==> src/rtl/eer_rl_pkg.sv <==
// Shared types and constants for the EER-RL cluster-head heartbeat blocks.
package eer_rl_pkg;
  localparam int WORD_WIDTH = 16;
  localparam int SEQ_WIDTH  = 8;
  localparam int PKT_WORDS  = 5;

  localparam logic [7:0]            HB_TYPE = 8'h02;
  localparam logic [WORD_WIDTH-1:0] NO_CH   = 16'hFFFF;
  // Relayed hop count never reaches NO_CH, so receivers can't mistake it for "no CH".
  localparam logic [WORD_WIDTH-1:0] HOP_MAX = 16'hFFFE;

  typedef logic [2:0] hb_word_idx_t;
  localparam hb_word_idx_t LAST_IDX = 3'd4;

  typedef enum logic [1:0] {IDLE, LOAD, SEND, DONE} hbtx_state_t;

  typedef struct packed {
    logic                  is_ch;
    logic [WORD_WIDTH-1:0] node_id;
    logic [WORD_WIDTH-1:0] q_value;
    logic [WORD_WIDTH-1:0] chosen_ch;
    logic [WORD_WIDTH-1:0] hops;
    logic [SEQ_WIDTH-1:0]  seq;
  } hb_fields_t;

  typedef logic [PKT_WORDS-1:0][WORD_WIDTH-1:0] hb_pkt_t;

  function automatic logic [WORD_WIDTH-1:0] hop_inc(input logic [WORD_WIDTH-1:0] h);
    return (h >= HOP_MAX) ? HOP_MAX : h + 16'd1;
  endfunction
endpackage

==> src/rtl/hb_pkt_builder.sv <==
// Combinational HB packet image: header, advertised CH, hop count, Q-value, XOR checksum.
module hb_pkt_builder
  import eer_rl_pkg::*;
(
  input  hb_fields_t fields,
  output hb_pkt_t    words
);
  logic [WORD_WIDTH-1:0] w0, w1, w2, w3;

  assign w0 = {HB_TYPE, fields.seq};
  // A CH advertises itself at distance 0; a member relays its CH one hop further.
  assign w1 = fields.is_ch ? fields.node_id : fields.chosen_ch;
  assign w2 = fields.is_ch ? '0 : hop_inc(fields.hops);
  assign w3 = fields.q_value;

  assign words = {w0 ^ w1 ^ w2 ^ w3, w3, w2, w1, w0};
endmodule

==> src/rtl/ch_heartbeat_tx.sv <==
// HB transmitter: per-round budget check, 5-word packet latch, valid/ready streamer.
module ch_heartbeat_tx
  import eer_rl_pkg::*;
(
  input  logic                  clk,
  input  logic                  rst,
  input  logic                  en_HBTX,
  input  logic                  send_req,
  input  logic                  round_reset,
  input  logic                  is_CH,
  input  logic [WORD_WIDTH-1:0] node_ID,
  input  logic [WORD_WIDTH-1:0] node_QValue,
  input  logic [WORD_WIDTH-1:0] chosenCH,
  input  logic [WORD_WIDTH-1:0] hopsfromCH,
  input  logic [WORD_WIDTH-1:0] HB_limit,
  input  logic                  pkt_ready,
  output logic [WORD_WIDTH-1:0] pkt_data,
  output logic                  pkt_valid,
  output logic                  pkt_last,
  output logic                  busy,
  output logic                  done,
  output logic                  req_drop,
  output logic [WORD_WIDTH-1:0] hb_count
);
  hbtx_state_t                            state;
  logic [SEQ_WIDTH-1:0]                   seq;
  hb_word_idx_t                           idx, nxt_idx;
  logic [PKT_WORDS-1:1][WORD_WIDTH-1:0]   pkt_buf;
  hb_pkt_t                                pkt_next;
  hb_fields_t                             fields;
  logic                                   eligible, hs;

  assign fields = '{is_ch: is_CH, node_id: node_ID, q_value: node_QValue,
                    chosen_ch: chosenCH, hops: hopsfromCH, seq: seq};

  hb_pkt_builder u_builder (.fields(fields), .words(pkt_next));

  assign eligible = (hb_count < HB_limit) && (is_CH || (hopsfromCH != NO_CH));
  assign hs       = pkt_valid && pkt_ready;
  assign nxt_idx  = idx + 3'd1;

  always_ff @(posedge clk or posedge rst) begin
    if (rst) begin
      state     <= IDLE;
      seq       <= '0;
      idx       <= '0;
      pkt_buf   <= '0;
      pkt_data  <= '0;
      pkt_valid <= 1'b0;
      pkt_last  <= 1'b0;
      busy      <= 1'b0;
      done      <= 1'b0;
      req_drop  <= 1'b0;
      hb_count  <= '0;
    end else begin
      done     <= 1'b0;
      req_drop <= 1'b0;
      if (round_reset) hb_count <= '0;
      case (state)
        IDLE: if (send_req && en_HBTX) begin
          if (eligible) begin
            state <= LOAD;
            busy  <= 1'b1;
          end else begin
            req_drop <= 1'b1;
          end
        end
        LOAD: begin
          // Word 0 goes straight out; the rest wait in the buffer so mid-packet
          // input changes cannot leak into the stream.
          pkt_buf   <= pkt_next[PKT_WORDS-1:1];
          pkt_data  <= pkt_next[0];
          pkt_valid <= 1'b1;
          pkt_last  <= 1'b0;
          idx       <= '0;
          state     <= SEND;
        end
        SEND: if (hs) begin
          if (idx == LAST_IDX) begin
            pkt_valid <= 1'b0;
            pkt_last  <= 1'b0;
            busy      <= 1'b0;
            done      <= 1'b1;
            state     <= DONE;
          end else begin
            idx      <= nxt_idx;
            pkt_data <= pkt_buf[nxt_idx];
            pkt_last <= (nxt_idx == LAST_IDX);
          end
        end
        DONE: begin
          // A round boundary landing here still credits this packet to the new round.
          if (round_reset)           hb_count <= 16'd1;
          else if (hb_count != NO_CH) hb_count <= hb_count + 16'd1;
          seq   <= seq + 8'd1;
          state <= IDLE;
        end
        default: state <= IDLE;
      endcase
    end
  end
endmodule

==> config.mk <==
export PLATFORM = sky130hd
export DESIGN_NAME = ch_heartbeat_tx
export DESIGN_NICKNAME = d
export VERILOG_FILES = /design/src/rtl/eer_rl_pkg.sv /design/src/rtl/hb_pkt_builder.sv /design/src/rtl/ch_heartbeat_tx.sv
export SDC_FILE = /design/constraint.sdc
export NUM_CORES = 1
export LEC_CHECK = 0
export CAP_MARGIN = 20
export CELL_PAD_IN_SITES_DETAIL_PLACEMENT = 0
export CELL_PAD_IN_SITES_GLOBAL_PLACEMENT = 1
export CORE_MARGIN = 3
export CORE_UTILIZATION = 43
export CTS_CLUSTER_DIAMETER = 30
export DETAILED_ROUTE_END_ITERATION = 12
export PLACE_DENSITY = 0.94
export SYNTH_ARGS = -nofsm -noshare
export SYNTH_HDL_FRONTEND = slang
export SYNTH_SLANG_ARGS = --single-unit
==> constraint.sdc <==
create_clock -name clk -period 10.8 [get_ports clk]
set_clock_uncertainty 0.05 [all_clocks]
set_input_delay 2.7 -clock clk [delete_from_list [all_inputs] [get_ports clk]]
set_output_delay 2.7 -clock clk [all_outputs]
set_load 0.02 [all_outputs]
==> results.yml <==
global_route:
  grt_pass1_vias: 5389
  overflow: 0
  grt_use_total: 0.210
  grt_pass1_wl_microns: 28000
  antenna_found_initial: 0
  grt_max_degree: 85
min_path:
  hp-class: "reg -> reg"
clock_network:
  cts-buffers-inserted: 17
  cts_tree: "yes"
  cts_resized: 0
  cts_sinks: 114
  clock_latency_ns: 0.41
  htreeDepth: 4
  ctsHoldBuffers: 0
  path_clk_slew_ns: 0.05
  clockBufferDepth: 2
  post_cts_buffers: 0
  root_buffer: "clkbuf_16"
worst_setup_path:
  timing.critical_path.buf_inv: 1
  worstPathArrival_ns: 5.26
  crit_slowest_cell: "clkdlybuf4s50_1"
  crit_required_ns: 11.00
  cp-end-kind: "flip-flop"
  cp_slowest_stage_delay_ns: 0.54
  path_class: "in -> reg"
  startpoint_type: "input port"
  critPathTopFamily: "compound AO/OA/AOI/OAI gates"
  crit_path_cell_trace: "clkdlybuf4s50_1 -> ha_1 -> nand4_1 -> o311a_1 -> a311oi_1 -> mux2i_1 -> xnor2_1 -> a21oi_1"
  critPathMaxFanout: 13
synthesis:
  yosysUniqueCellTypes: 56
  syn_avg_cell_area_sq_um: 9.41
  yosysSeqAreaShare: 0.428
  synth_edf_count: 0
  ys.flop_type: "dfrtp_1"
  syn-cell-area_sq_mm: 0.00667
  synthCells: 709
  yosysWarnings: 0
  synthArstFlopShare: 1.00
  syn-num-nets: 822
  synth-seq-cells: 114
timing:
  rsz0062_at_grt: "false"
  fin_crit_sh: 0.468
  finalHoldViolCount: 0
  slew_headroom: 0.255
  worst_hold_slack_ns: 0.424
  fin_crit_ns: 5.06
  finalSetupTns_ns: 0
  tightest_slew_ns: 1.12
  drv_slew: 0
  setup_viol: 0
  fmax_ghz: 0.198
  worst_slack_ns: 5.74
placed_design:
  gp_congestion: 0.837
  place_hpwl_microns: 12200
  portBuffers: 123
  placedCellCount: 984
  dp_slack_ns: 5.36
floorplan:
  fp.dieH_microns: 131
  start_util: 0.449
  fp-row-count: 44
  core_sq_mm: 0.0149
  die_w_microns: 131
  io_pins: 124
  die_area_sq_mm: 0.0170
layout:
  antenna_cells: 0
  nNetsFinal: 932
  drive_above_1_share: 0.0854
  layout_common_cells: "clkdlybuf4s50_1 (122), dfrtp_1 (114), nand2_1 (65)"
  final_common_cell: "clkdlybuf4s50_1"
  fillers: 1321
  layout.cells.non_filler: 1015
  area_delta_synth_final_pct: 28.6
routing:
  vias: 5609
  dr.pass1.iters: 5
  routed_wl_microns: 17400
  vias_per_cell: 5.53
  remaining_drc_errors: 0
  dr.first_iter.drc_count: 503
  top_layer: "met4"
  avgRoutedWirePerCell_microns: 17.1
  postRouteAntennaNets: 0
  dr_wl_met2_microns: 7980
  dr_wl_met3_microns: 861
  drt-met1-wl_microns: 8310
outcome:
  outcome: "completed"
run:
  cap_violations: 0
pwr:
  p_per_area_mw_per_mm2: 245
  leakagePower_nw: 3.69
  finalPower_w: 0.00211
  ir_worst_vdd_v: 0.000156
-- synthesized netlist by cell type (all sizes together), types with 2 or more instances --
cell type	count	area [sq um]
ha	26	325
o311a	3	30.0
and2	3	18.8
or4	3	26.3
xnor2	49	429
nor3	20	100
and3	6	37.5
nor2b	2	12.5
inv	35	131
dfrtp	114	2850
xor2	12	105
and4	2	17.5
or3	2	12.5
o21a	3	22.5
a22oi	7	52.6
nand3	26	143
a21o	12	90.1
a22o	3	26.3
a211oi	12	90.1
clkbuf	26	97.6
a221oi	2	17.5
o21ai	40	200
nor4	5	52.6
a31oi	9	56.3
mux2	30	338
nand4	15	93.8
o31ai	7	52.6
nor2	60	225
nand2	65	244
a21oi	43	215
a211o	3	26.3
buf	11	43.8
mux2i	31	310
a311oi	2	17.5
nand2b	5	31.3
-- routing by layer --
metal	global-route usage	up-vias
met5	0	-
met4	0.0665	0
met3	0.0394	18
met2	0.315	155
met1	0.308	2706
li1	-	2730
-- power breakdown --
part | switching [W] | internal, W
logic | 0.000478 | 0.000390
clock network | 0.000184 | 0.000330
registers | 0.000130 | 0.000592
-- stage by stage --
step,cell area (sq um),util
floorplan,6670,-
global placement,8040,0.541
detailed placement,8040,0.541
CTS,8580,0.577
global route,8580,0.577
finish,8580,0.577
-- registers in the layout (all words and copies together), names as in the netlist --
name       flops
pkt_buf       64
done           1
idx            3
busy           1
req_drop       1
pkt_last       1
hb_count      16
seq            8
pkt_data      16
pkt_valid      1
state          2
-- area by class of cell --
class | count | area, sq um | share of cell area
clock buffer | 25 | 485 | 0.0566
clock inverter | 6 | 55.1 | 0.00642
inverter | 35 | 134 | 0.0156
multi-input combinational | 523 | 3560 | 0.415
sequential | 114 | 2850 | 0.333
tap | 184 | 230 | 0.0268
timing repair buffer | 128 | 1260 | 0.147
-- cell families (layout without fill, tap and decap cells) --
family                     Yosys count  after routing  share of synthesized area
AOI/OAI and AO/OA                  156            156                      0.148
xor gates and xnor gates            61             61                     0.0801
adders and majority gates           26             26                     0.0488
buffers and inverters               72            194                     0.0409
DFF                                114            114                      0.428
muxes                               61             61                     0.0971
and+or+nand+nor                    219            219                      0.158
-- worst register-to-register path: cells and delay by family, from the launching register on --
kind | cells | cell delay [ns]
DFF | 1 | 1.07
adders and majority gates | 1 | 0.30
and+or+nand+nor | 3 | 0.99
buffers and inverters | 1 | 0.21
AOI/OAI and AO/OA | 2 | 0.57
-- final timing paths --
kind,startpoint,endpoint,slack [ns],cells after the start
max,hopsfromCH[0],pkt_buf[60],5.74,8
min,pkt_data[2],pkt_data[2],0.42,2
max reg2reg,idx[0],pkt_data[5],7.54,7
min reg2reg,pkt_data[2],pkt_data[2],0.42,2
max in group asynchronous,rst,idx[0],6.76,3
min in group asynchronous,rst,req_drop,2.66,2
Power figures use the tool's default switching activity.
